<file path="config.mk">
export PLATFORM = sky130hd
export DESIGN_NAME = usb_transmitter
export DESIGN_NICKNAME = d
export VERILOG_FILES = /design/src/rtl/usb_pkg.sv /design/src/rtl/usb_crc16.sv /design/src/rtl/usb_transmitter.sv
export SDC_FILE = /design/constraint.sdc
export NUM_CORES = 1
export LEC_CHECK = 0
export CAP_MARGIN = 10
export CORE_ASPECT_RATIO = 0.6
export CORE_MARGIN = 8
export CORE_UTILIZATION = 50
export DETAILED_ROUTE_END_ITERATION = 7
export PLACE_DENSITY = 0.7
export SYNTH_ARGS = -nofsm -noshare
export SYNTH_HDL_FRONTEND = slang
export SYNTH_SLANG_ARGS = --single-unit
</file>
<file path="constraint.sdc">
create_clock -name clk -period 4.65 [get_ports clk]
set_input_delay 0.93 -clock clk [delete_from_list [all_inputs] [get_ports clk]]
set_output_delay 0.93 -clock clk [all_outputs]
set_load 0.02 [all_outputs]
</file>
<file path="src/rtl/usb_pkg.sv">
// usb_pkg: shared types and constants for the USB packet transmitter.
// CRC16 constants are used only when USB_TX_CRC16_EN is defined.
package usb_pkg;

    typedef enum logic [1:0] {
        IDLE,
        SYNC,
        DATA,
        EOP
    } tx_state_t;

    // Line state packed as {D+, D-}
    typedef logic [1:0] line_t;

    localparam line_t J   = 2'b10;
    localparam line_t K   = 2'b01;
    localparam line_t SE0 = 2'b00;

    localparam logic [7:0]  SYNC_PATTERN = 8'h80;
    localparam logic [15:0] CRC16_POLY   = 16'h8005;
    localparam logic [15:0] CRC16_INIT   = 16'hFFFF;

    function automatic logic [15:0] rev16(input logic [15:0] v);
        logic [15:0] r;
        for (int i = 0; i < 16; i++) begin
            r[i] = v[15-i];
        end
        return r;
    endfunction

    // NRZI: a 0 toggles J<->K, a 1 holds the line
    function automatic line_t nrzi(input line_t cur, input logic b);
        if (b) begin
            return cur;
        end
        return (cur == K) ? J : K;
    endfunction

endpackage

</file>
<file path="src/rtl/usb_crc16.sv">
// usb_crc16: byte-wide USB CRC16, LSB-first (reflected) form, inverted output.
// Instantiated by usb_transmitter only when USB_TX_CRC16_EN is defined.
module usb_crc16
    import usb_pkg::*;
(
    input  logic        clk,
    input  logic        rst,
    input  logic        i_init,
    input  logic        i_en,
    input  logic [7:0]  i_data,
    output logic [15:0] o_crc
);

    localparam logic [15:0] POLY_REFL = rev16(CRC16_POLY);

    logic [15:0] r_crc;
    logic [15:0] w_crc_nxt;

    always_comb begin
        w_crc_nxt = r_crc;
        for (int i = 0; i < 8; i++) begin
            if (w_crc_nxt[0] ^ i_data[i]) begin
                w_crc_nxt = (w_crc_nxt >> 1) ^ POLY_REFL;
            end else begin
                w_crc_nxt = w_crc_nxt >> 1;
            end
        end
    end

    always_ff @(posedge clk or posedge rst) begin
        if (rst) begin
            r_crc <= CRC16_INIT;
        end else if (i_init) begin
            r_crc <= CRC16_INIT;
        end else if (i_en) begin
            r_crc <= w_crc_nxt;
        end
    end

    assign o_crc = ~r_crc;

endmodule

</file>
<file path="src/rtl/usb_transmitter.sv">
// usb_transmitter: USB packet serializer with SYNC, NRZI, bit stuffing and EOP.
// Define USB_TX_CRC16_EN to append a CRC16 over all bytes after the PID.
module usb_transmitter
    import usb_pkg::*;
#(
    parameter int CLKS_PER_BIT = 8
) (
    input  logic       clk,
    input  logic       rst,
    input  logic [7:0] tx_data,
    input  logic       tx_data_valid,
    input  logic       tx_last,
    output logic       tx_data_ready,
    output logic       d_plus_out,
    output logic       d_minus_out,
    output logic       transmitting,
    output logic       tx_done,
    output logic       tx_error
);

    localparam int CW = (CLKS_PER_BIT > 1) ? $clog2(CLKS_PER_BIT) : 1;

    tx_state_t     r_state;
    tx_state_t     w_next;
    logic [CW-1:0] r_cnt;
    logic [15:0]   r_data;
    logic [3:0]    r_idx;
    logic [2:0]    r_ones;
    logic          r_last;
    line_t         r_line;
    logic          r_tx;
    logic          r_done;
    logic          r_err;

    logic          w_bit_end;
    logic          w_stuff;
    logic          w_byte_end;
    logic          w_ready_cyc;
    logic          w_take;
    logic          w_underrun;
    logic          w_to_crc;
    logic          w_eop_end;
    logic          w_tx_bit;
    logic          w_crc_bit;
    logic [3:0]    w_idx_inc;
    logic [3:0]    w_last_idx;
    logic [2:0]    w_ones_nxt;
    line_t         w_line_nxt;

`ifdef USB_TX_CRC16_EN
    logic        r_crc_phase;
    logic [15:0] w_crc;
    logic        w_crc_init;

    assign w_crc_init = (r_state == IDLE);

    usb_crc16 u_crc (
        .clk    (clk),
        .rst    (rst),
        .i_init (w_crc_init),
        .i_en   (w_take),
        .i_data (tx_data),
        .o_crc  (w_crc)
    );

    assign w_crc_bit  = w_crc[0];
    assign w_last_idx = r_crc_phase ? 4'd15 : 4'd7;
    assign w_to_crc   = w_byte_end && r_last && !r_crc_phase;
`else
    assign w_crc_bit  = 1'b0;
    assign w_last_idx = 4'd7;
    assign w_to_crc   = 1'b0;
`endif

    assign w_bit_end   = (r_cnt == CW'(CLKS_PER_BIT - 1));
    assign w_stuff     = (r_ones == 3'd6);
    assign w_idx_inc   = r_idx + 4'd1;
    // A pending stuff bit belongs to the byte, so it delays the byte end
    assign w_byte_end  = (r_state == DATA) && w_bit_end && !w_stuff
                         && (r_idx == w_last_idx);
    assign w_ready_cyc = w_byte_end && !r_last;
    assign w_take      = w_ready_cyc && tx_data_valid;
    assign w_underrun  = w_ready_cyc && !tx_data_valid;
    assign w_eop_end   = (r_state == EOP) && w_bit_end && (r_idx == 4'd2);

    // Next bit to put on the wire at the coming bit boundary
    always_comb begin
        w_tx_bit = 1'b0;
        unique case (r_state)
            IDLE: w_tx_bit = SYNC_PATTERN[0];
            SYNC: begin
                if (r_idx == 4'd7) begin
                    w_tx_bit = r_data[0];
                end else begin
                    w_tx_bit = SYNC_PATTERN[w_idx_inc[2:0]];
                end
            end
            DATA: begin
                if (w_stuff) begin
                    w_tx_bit = 1'b0;
                end else if (r_idx != w_last_idx) begin
                    w_tx_bit = r_data[w_idx_inc];
                end else if (w_take) begin
                    w_tx_bit = tx_data[0];
                end else begin
                    w_tx_bit = w_crc_bit;
                end
            end
            default: w_tx_bit = 1'b0;
        endcase
    end

    assign w_line_nxt = nrzi(r_line, w_tx_bit);
    assign w_ones_nxt = w_tx_bit ? (r_ones + 3'd1) : 3'd0;

    always_ff @(posedge clk or posedge rst) begin
        if (rst) begin
            r_state <= IDLE;
        end else begin
            r_state <= w_next;
        end
    end

    always_comb begin
        w_next = r_state;
        unique case (r_state)
            IDLE: if (tx_data_valid) w_next = SYNC;
            SYNC: if (w_bit_end && (r_idx == 4'd7)) w_next = DATA;
            DATA: if (w_byte_end && !w_take && !w_to_crc) w_next = EOP;
            EOP:  if (w_eop_end) w_next = IDLE;
            default: w_next = IDLE;
        endcase
    end

    always_comb begin
        tx_data_ready = 1'b0;
        if (!rst) begin
            tx_data_ready = (r_state == IDLE) || w_ready_cyc;
        end
        d_plus_out   = r_line[1];
        d_minus_out  = r_line[0];
        transmitting = r_tx;
        tx_done      = r_done;
        tx_error     = r_err;
    end

    always_ff @(posedge clk or posedge rst) begin
        if (rst) begin
            r_cnt  <= '0;
            r_data <= '0;
            r_idx  <= '0;
            r_ones <= '0;
            r_last <= 1'b0;
            r_line <= J;
            r_tx   <= 1'b0;
            r_done <= 1'b0;
            r_err  <= 1'b0;
`ifdef USB_TX_CRC16_EN
            r_crc_phase <= 1'b0;
`endif
        end else begin
            r_done <= 1'b0;
            r_err  <= 1'b0;
            r_cnt  <= (r_state == IDLE || w_bit_end) ? '0 : r_cnt + 1'b1;
            unique case (r_state)
                IDLE: begin
                    if (tx_data_valid) begin
                        r_data <= {8'h00, tx_data};
                        r_last <= tx_last;
                        r_idx  <= '0;
                        r_tx   <= 1'b1;
                        r_line <= w_line_nxt;
                        r_ones <= w_ones_nxt;
`ifdef USB_TX_CRC16_EN
                        r_crc_phase <= 1'b0;
`endif
                    end
                end
                SYNC: begin
                    if (w_bit_end) begin
                        r_line <= w_line_nxt;
                        r_ones <= w_ones_nxt;
                        r_idx  <= (r_idx == 4'd7) ? 4'd0 : w_idx_inc;
                    end
                end
                DATA: begin
                    if (w_bit_end) begin
                        if (w_stuff || (r_idx != w_last_idx)) begin
                            r_line <= w_line_nxt;
                            r_ones <= w_ones_nxt;
                            if (!w_stuff) begin
                                r_idx <= w_idx_inc;
                            end
                        end else if (w_take) begin
                            r_data <= {8'h00, tx_data};
                            r_last <= tx_last;
                            r_idx  <= '0;
                            r_line <= w_line_nxt;
                            r_ones <= w_ones_nxt;
                        end else if (w_to_crc) begin
`ifdef USB_TX_CRC16_EN
                            r_data      <= w_crc;
                            r_crc_phase <= 1'b1;
`endif
                            r_idx  <= '0;
                            r_line <= w_line_nxt;
                            r_ones <= w_ones_nxt;
                        end else begin
                            r_line <= SE0;
                            r_idx  <= '0;
                            r_ones <= '0;
                            r_err  <= w_underrun;
                        end
                    end
                end
                EOP: begin
                    if (w_bit_end) begin
                        if (r_idx == 4'd2) begin
                            r_idx  <= '0;
                            r_tx   <= 1'b0;
                            r_done <= 1'b1;
                        end else begin
                            r_idx <= w_idx_inc;
                            if (r_idx == 4'd1) begin
                                r_line <= J;
                            end
                        end
                    end
                end
                default: ;
            endcase
        end
    end

endmodule
</file>
## After elaboration in Yosys (flattened, before gate mapping)

Memories as Yosys holds them, arrays and structs flattened.
Cells that the tools add are included.

- Output and inout bits: 6
- Bits in latches: 0
- Memory bits (writable): 0
- Input port bits: 12
- Logic and storage cells: 131
- Bits in registers: 34
- Memories: 1
- Bits in read-only memories: 8

- Bitwise operators: 0
- Shift-type cells: 0
- Add/sub/neg operators: 3
- Reductions and logical operators: 27
- Muxes and demuxes: 65
- Magnitude comparators: 2
- Div/mod/pow operators: 0
- Multiply operators: 0
- Equality and inequality tests: 23

Memories:

| name | depth | bits a word | rd ports | clocked after memory_dff | wr ports | RTL line | RTL |
|---|---|---|---|---|---|---|---|
| (no name shown) | 8 | 1 | 1 | 0 | 0 | usb_transmitter.sv:95 | `w_tx_bit = SYNC_PATTERN[w_idx_inc[2:0]];` |

Operators with widths:

| cell | number |
|---|---|
| 16-bit 2-to-1 mux | 4 |
| 4-bit 2-to-1 mux | 8 |
| 16-bit case mux with 2 select lines | 1 |
| 2-bit 2-to-1 mux | 15 |
| 1-bit 2-to-1 mux | 22 |
| 3-bit 2-to-1 mux | 7 |
| 2-bit inequality test (second input constant) | 9 |
| 2-bit case mux with 4 select lines | 2 |
| 4-bit case mux with 4 select lines | 1 |
| 4-bit AND reduction | 3 |
| 1-bit logical AND | 10 |
| 5-bit AND reduction | 2 |
| 3-bit case mux with 3 select lines | 1 |
| 3-bit by 1-bit adder with 3-bit output (second input constant) | 2 |
| 3-bit == test (second input constant) | 2 |
| 2-bit by 1-bit inequality test with 1-bit output (second input constant) | 3 |
| 1-bit case mux with 2 select lines | 3 |
| 6-bit AND reduction | 1 |
| 4-bit by 5-bit less-than comparator with 1-bit output (second input constant) | 1 |
| 4-bit by 1-bit adder with 4-bit output (second input constant) | 1 |
| 1-bit binary-select mux with 4-bit select | 1 |
| 2-bit by 1-bit == test with 1-bit output (second input constant) | 2 |
| 2-bit == test (second input constant) | 2 |
| 4-bit by 1-bit == test with 1-bit output (second input constant) | 1 |
| 10 further kinds | 16 |

## Depth between registers and ports, before layout

- Depth in word-level cells: 16
- Mapped depth: 8
- Depth with buffers taken out: 7

## Worst setup path before layout

No wires, ideal clock.

- Path type: register -> output
- Start point: reg r_idx[0]
- End point: out tx_data_ready
- Path slack: 1.915 ns
- Buffers on the path: 1
- Cell stages (with the launch flop): 7
- Required time: 3.720 ns
- Data arrival time: 1.805 ns
- Path through: dfrtp_1 > ha_1 > and3b_1 > buf_4 > nand3_2 > or3_4 > a21oi_1

- Longest elaborated chain between the ends: 5

RTL lines:

| element | RTL line | RTL |
|---|---|---|
| start, declared | usb_transmitter.sv:27 | `logic [3:0] r_idx;` |
| start signal, assigned | usb_transmitter.sv:183 | `r_idx <= (r_idx == 4'd7) ? 4'd0 : w_idx_inc;` |
| start signal, assigned | usb_transmitter.sv:192 | `r_idx <= w_idx_inc;` |
| start signal, assigned | usb_transmitter.sv:223 | `r_idx <= w_idx_inc;` |
| 4-bit by 3-bit == test with 1-bit output | usb_transmitter.sv:80 | `&& (r_idx == w_last_idx);` |
| 1-bit logical AND | usb_transmitter.sv:80 |  |
| 1-bit logical AND | usb_transmitter.sv:81 | `assign w_ready_cyc = w_byte_end && !r_last;` |
| 1-bit logical OR | usb_transmitter.sv:138 | `tx_data_ready = (r_state == IDLE) \|\| w_ready_cyc;` |
| 1-bit 2-to-1 mux | usb_transmitter.sv:137 | `if (!rst) begin` |
| end, declared | usb_transmitter.sv:13 | `output logic tx_data_ready,` |

Every way passes these cells.

## Worst setup path after layout

Ends and elaborated chain as after synthesis.

==> impl_results.md <==
* Net Count, Synth at around 180
* CTS sink cnt at 26
* NetSw at roughly 84 uW
* Final setup TNS at 0 ps
* Hold Vio Cnt, Final at 0
* Dpl hpwl at 3.03 mm
* Yosys warns at 0
* PD cells at roughly 230 nW/um^2
* Fraction of layout cells with a size suffix above 1 at 0.104
* Max-cap violations at 0
* Buf/Inv on CP at 1
* Setup bufs post-CTS at 0
* Clk pwr share at 0.423
* Most frequent cells after synthesis: 25 x dfrtp_1, 12 x ha_1, 12 x inv_1
* Die H at between 60 and 70 um
* Cell with the most instances after synthesis: dfrtp_1
* Slowest cell on crit path: clkdlybuf4s50_1
* Root Buffer Master: clkbuf_8
* Dominant cells by area after synthesis: dfrtp_1 37%, ha_1 8.9%, mux2_4 8.0%
* Post-route ant nets at 0
* WS Path Type: reg -> out
* Startpoint Class: flip-flop
* Setup repair after global routing missed its margin: no
* Number of distinct library cells after synthesis at 54
* Synth Cell Area at around 1700 um^2
* Worst path required time at ~3700 ps
* Die Width at about 91 um
* Async set-reset flop share out of synthesis at 1.00
* Gr usage total at 0.158
* Worst-path clk slew at around 90 ps
* GPL Wtd Cong at 0.879
* Gate count of the mapped netlist at 160
* CTS buffer count at 3
* Area grow syn2layout at 14.7%
* Period Utilization, post-route at 0.794
* CP max stage delay at a little over 600 ps
* FILL cells at 286
* IO Count at 18
* Net Sw Frac at 0.189
* Post-synth EDFFs at 0
* Worst hold path class: reg -> reg
* Drt wl/cell at between 15 and 20 um
* Synth top area share at 0.372
* Resize count post-CTS at 0
* Pre-antenna DRT Iters at 5
* Register bit total from synthesis at 26
* Final Skew at around 5.3 ps
* CTS Buffer Depth at 2
* Final nets at around 200
* Sequential power share at 0.525
* Comb pwr share at 0.052
* Core Rows at 16
* Remaining Overflow, GRT at 0
* Crit path max-delay family: simple AND/OR/NAND/NOR gates
* Slew headroom at 0.345
* Post-Route WL at roughly 4.0 mm
* CTS H-Tree Depth at 1
* Largest net degree at the start of global routing at 27
* DIE AREA at 5530 um^2
* Ys flop type: dfrtp_1
* Tmin final at around 3700 ps
* PortBufs at 17
* DR vias/cell at 6.20
* Internal power at ~360 uW
* CP Cell Sequence: ha_1 > and3b_1 > nand3_2 > or3_4 > a21oi_1 > clkdlybuf4s50_1
* Worst-margin pin slew at 982 ps
* Crit path capture type: output port
* Dominant cell type by area after synthesis: dfrtp_1
* Final setup fails at 0
* # diodes at 0
* Max-slew violations at 0
* Iteration-0 DRC Markers at between 150 and 200
* Vias in the first global route at about 1400
* Sequential-to-total area share from yosys stat at 0.388
* Initial Utilization at 0.518
* Status: finished clean
* Hold-fix buffer count after cts at 0
* DRC errors left at 0
* Worst-skew pair later-pin latency at 270 ps
* Avg Cell Area, Syn at ~11 um^2
* Crit path max fanout at 9
* CTS tree: built
* WP data arrival at between 2000 and 3000 ps
* DR vias at roughly 1400
* P_leak at roughly 0.85 nW
* Highest clock rate at 271 MHz
* VDD IR max at 117 uV
* Min Hold Slack at between 400 and 500 ps
* Initial antenna violation count at 0
* Core ar. at around 3200 um^2
* First-pass GRT wire length at between 6 and 7 mm
-- worst reg2reg max path: cells and delay by family, from the launching register on --
kind / cells / cell delay [ps]
adders and majority gates: 1 / 390
buffers and inverters: 1 / 140
AOI/OAI and AO/OA: 3 / 860
muxes: 2 / 850
DFF: 1 / 540
-- area by class of cell --
type                    instances  area [um^2]  share of cell area
multi-input cells             114          932               0.484
clock buffers                   3         41.3              0.0214
inverters                      12         45.0              0.0234
clock inverters                 1         30.0              0.0156
flip-flops and latches         26          652               0.338
repair buffers                 17          170              0.0883
well taps                      45         56.3              0.0292
-- final timing paths --
check                                          start                     to  slack, ps  depth (start not counted)
worst max register to register  r_idx[0]$_DFFE_PP0P_  r_line[1]$_DFFE_PP1P_       1790                          7
worst min register to register    r_cnt[0]$_DFF_PP0_     r_cnt[0]$_DFF_PP0_        450                          1
max in group asynchronous                        rst  r_ones[2]$_DFFE_PP0P_       2840                          2
worst min-delay path              r_cnt[0]$_DFF_PP0_     r_cnt[0]$_DFF_PP0_        450                          1
worst max-delay path            r_idx[0]$_DFFE_PP0P_          tx_data_ready        960                          6
min in group asynchronous                        rst  r_data[6]$_DFFE_PP0P_       1210                          2
-- cell usage in the layout (no fill, tap or decap), types with 2 or more instances in the layout --
| cell type | instances |
|---|---|
| and3_1 | 4 |
| a2111oi_0 | 2 |
| o211ai_1 | 2 |
| mux2i_1 | 2 |
| o21a_1 | 2 |
| nand2_1 | 9 |
| a211oi_1 | 2 |
| nor3_1 | 3 |
| nand3b_1 | 2 |
| nor2_1 | 4 |
| o21ai_1 | 3 |
| nand2b_1 | 9 |
| o21ai_0 | 4 |
| clkbuf_8 | 3 |
| o2bb2ai_1 | 3 |
| or3_1 | 2 |
| nand3_1 | 4 |
| mux2_4 | 9 |
| a31oi_1 | 2 |
| a21oi_1 | 6 |
| dfrtp_1 | 25 |
| inv_1 | 12 |
| a22o_1 | 2 |
| clkdlybuf4s50_1 | 17 |
| ha_1 | 12 |
-- logic make-up after synthesis --
family,after synthesis,synth area share
xor gates and xnor gates,1,0.00521
adders and majority gates,12,0.0893
buffers and inverters,20,0.0573
and+or+nand+nor,49,0.173
DFF,26,0.388
muxes,13,0.121
AOI/OAI and AO/OA,39,0.166
-- sequential cells by signal, indices dropped and copies added (netlist names) --
name and cells:
r_state 2, r_last 1, r_cnt 3, r_line 2, r_ones 3, r_idx 4, r_data 8, tx_done 1
tx_error 1, transmitting 1
-- power by group through the flow --
stage	sequential [mW]	combinational [mW]	clock, mW
after floorplan	0.236	0.0112	0
after global placement	0.237	0.0225	0
after detailed placement	0.237	0.0236	0
after CTS	0.233	0.0236	0.190
after global routing	0.234	0.0251	0.198
final	0.233	0.0232	0.188
-- per-stage QoR --
stage / util / setup WS, ps / power, mW / instance area, um^2 / instances
2_1_floorplan: - / 1910 / 0.247 / 1680 / 160
3_3_place_gp: 0.572 / 1430 / 0.260 / 1860 / 214
3_5_place_dp: 0.572 / 1300 / 0.261 / 1860 / 214
4_1_cts: 0.594 / 1010 / 0.447 / 1930 / 218
5_1_grt: 0.594 / 794 / 0.456 / 1930 / 218
6_report: 0.594 / 957 / 0.444 / 1930 / 218
-- layer usage --
layer | GRT usage | vias up | routed length (um) | part of all wire
met5 | 0 | - | 0 | 0
met3 | 0.0420 | 18 | 337 | 0.085
met4 | 0.0416 | 0 | 97 | 0.024
li1 | - | 611 | - | -
met2 | 0.243 | 60 | 1680 | 0.42
met1 | 0.215 | 662 | 1870 | 0.47
Note: power is estimated with default switching activity, not from simulation.
==> variant: new RTL, same settings <==
Put a register stage on the output `tx_error`, without a reset. The value now appears one clock later. The other outputs are not delayed to match.
--- a/src/rtl/usb_transmitter.sv
+++ b/src/rtl/usb_transmitter.sv
@@ -21,4 +21,6 @@
     localparam int CW = (CLKS_PER_BIT > 1) ? $clog2(CLKS_PER_BIT) : 1;
 
+    logic tx_error_d;
+
     tx_state_t     r_state;
     tx_state_t     w_next;
@@ -142,5 +144,5 @@
         transmitting = r_tx;
         tx_done      = r_done;
-        tx_error     = r_err;
+        tx_error_d   = r_err;
     end
 
@@ -233,3 +235,7 @@
     end
 
+    always_ff @(posedge clk) begin
+        tx_error <= tx_error_d;
+    end
+
 endmodule
Behaviour: same outputs for any inputs over 10 cycles, from zero or initial values and one cycle with rst high; that may be too few to reach the edited logic, so the function may still have changed.
==> variant against the original RTL <==
Power shrank 14%. Clock skew grew 0.00060 ns. Design area shrank 4.5%. Routed wire length shrank 15%. Area after synthesis shrank 5.3%. Worst hold slack lost 0.094 ns. Setup slack gained 0.21 ns. Sequential share of layout area grew 2.7 points. Sequential cell count grew 1. Die area shrank 4.1%. Count of clock-buffer cells in the layout grew 1. Largest cell class unchanged. Largest power group unchanged.
==> variant: results <==
group,metric,value,unit
synth,synth_nets,176,
setup_path,r2r_slack,2.15,ns
grt,grt_pass1_wl,5.77,mm
detailed_routing,drt-pass1-iter-count,4,
placed_design,place_hpwl,2.68,mm
setup_path,crit_fanout,10,
synth,ys_seq_area_frac,0.422,
status,status,"finished, final reports clean",
setup_path,cp-startpoint,"r_state[0]$_DFFE_PP0P_",
power_and_ir_drop,p_leak,0.846,nW
synth,async_flop_share,0.963,
setup_path,r2r_cells,8,
grt,grt_usage,0.144,
layout,layout.nets,194,
detailed_routing,drt_iter0_drc,133,
synth,synthTopCellsByCount,"dfrtp_1 (25), nand2_1 (13), ha_1 (12), nor2_1 (12), mux2_2 (10)",
hold_path,min_path_cells,0,
layout,drive_above_1_share,0.136,
placed_design,place_area,1800,sq um
synth,ys_types,44,
detailed_routing,vias,1225,
layout,fillers,282,
grt,grt_pass1_vias,1199,
placed_design,gp_congestion,0.963,
timing,finClkSkew,0.00593,ns
synth,yosys-top-cells-area,"dfrtp_1 (39%), ha_1 (9.4%), mux2_2 (7.1%), nand2b_1 (3.1%), nand2_1 (3.1%)",
variant: how the worst max path moves through the flow:
stage	slack (ns)	cells past startpoint	to
after floorplan	2.12	5	tx_data_ready
after global placement	1.60	7	tx_data_ready
after detailed placement	1.49	7	tx_data_ready
after CTS	1.17	7	tx_data_ready
after global routing	0.97	7	tx_data_ready
final	1.17	7	tx_data_ready
variant: final cells by class:
| class | instances | area [sq um] | share of cell area |
|---|---|---|---|
| multi-input cells | 113 | 867 | 0.471 |
| well taps | 45 | 56.3 | 0.0306 |
| inverters | 8 | 30.0 | 0.0163 |
| flip-flops and latches | 27 | 672 | 0.365 |
| clock buffers | 4 | 45.0 | 0.0245 |
| repair buffers | 17 | 170 | 0.0925 |
variant: metal layers:
| metal | track usage | part of all wire | up-vias |
|---|---|---|---|
| li1 | - | - | 577 |
| met1 | 0.184 | 0.47 | 596 |
| met2 | 0.216 | 0.43 | 46 |
| met3 | 0.0480 | 0.080 | 6 |
| met4 | 0.0573 | 0.018 | 0 |
| met5 | 0 | 0 | - |
variant: critical path, cell delays in order (launching register included):
cell and delay [ns]:
dfrtp_1 0.42, inv_1 0.09, ha_1 0.36, a21boi_1 0.30, and2_1 0.18, nand3b_1 0.11, a21oi_1 0.18, clkdlybuf4s50_1 0.63
variant: through the flow:
step                instances  hold WS, ns  total power [mW]
floorplan                 152        0.324             0.243
global placement          210        0.334             0.253
detailed placement        210        0.341             0.254
CTS                       214        0.362             0.390
global route              214        0.374             0.401
finish                    214        0.357             0.383
variant: power breakdown:
| part | leakage (nW) | switching [mW] | internal [mW] |
|---|---|---|---|
| logic | 0.475 | 0.00588 | 0.00826 |
| registers | 0.348 | 0 | 0.234 |
| clock network | 0.0228 | 0.0728 | 0.0615 |
| total | 0.846 | 0.0786 | 0.304 |
variant: cell families (layout without fill, tap and decap cells):
family | Yosys count | count (layout) | synth area share
compound gates | 29 | 29 | 0.137
xor+xnor | 2 | 2 | 0.0157
fa+ha+maj | 12 | 12 | 0.0943
buf+inv | 12 | 29 | 0.0330
flops | 27 | 27 | 0.422
mux | 13 | 13 | 0.0975
simple gates | 57 | 57 | 0.200
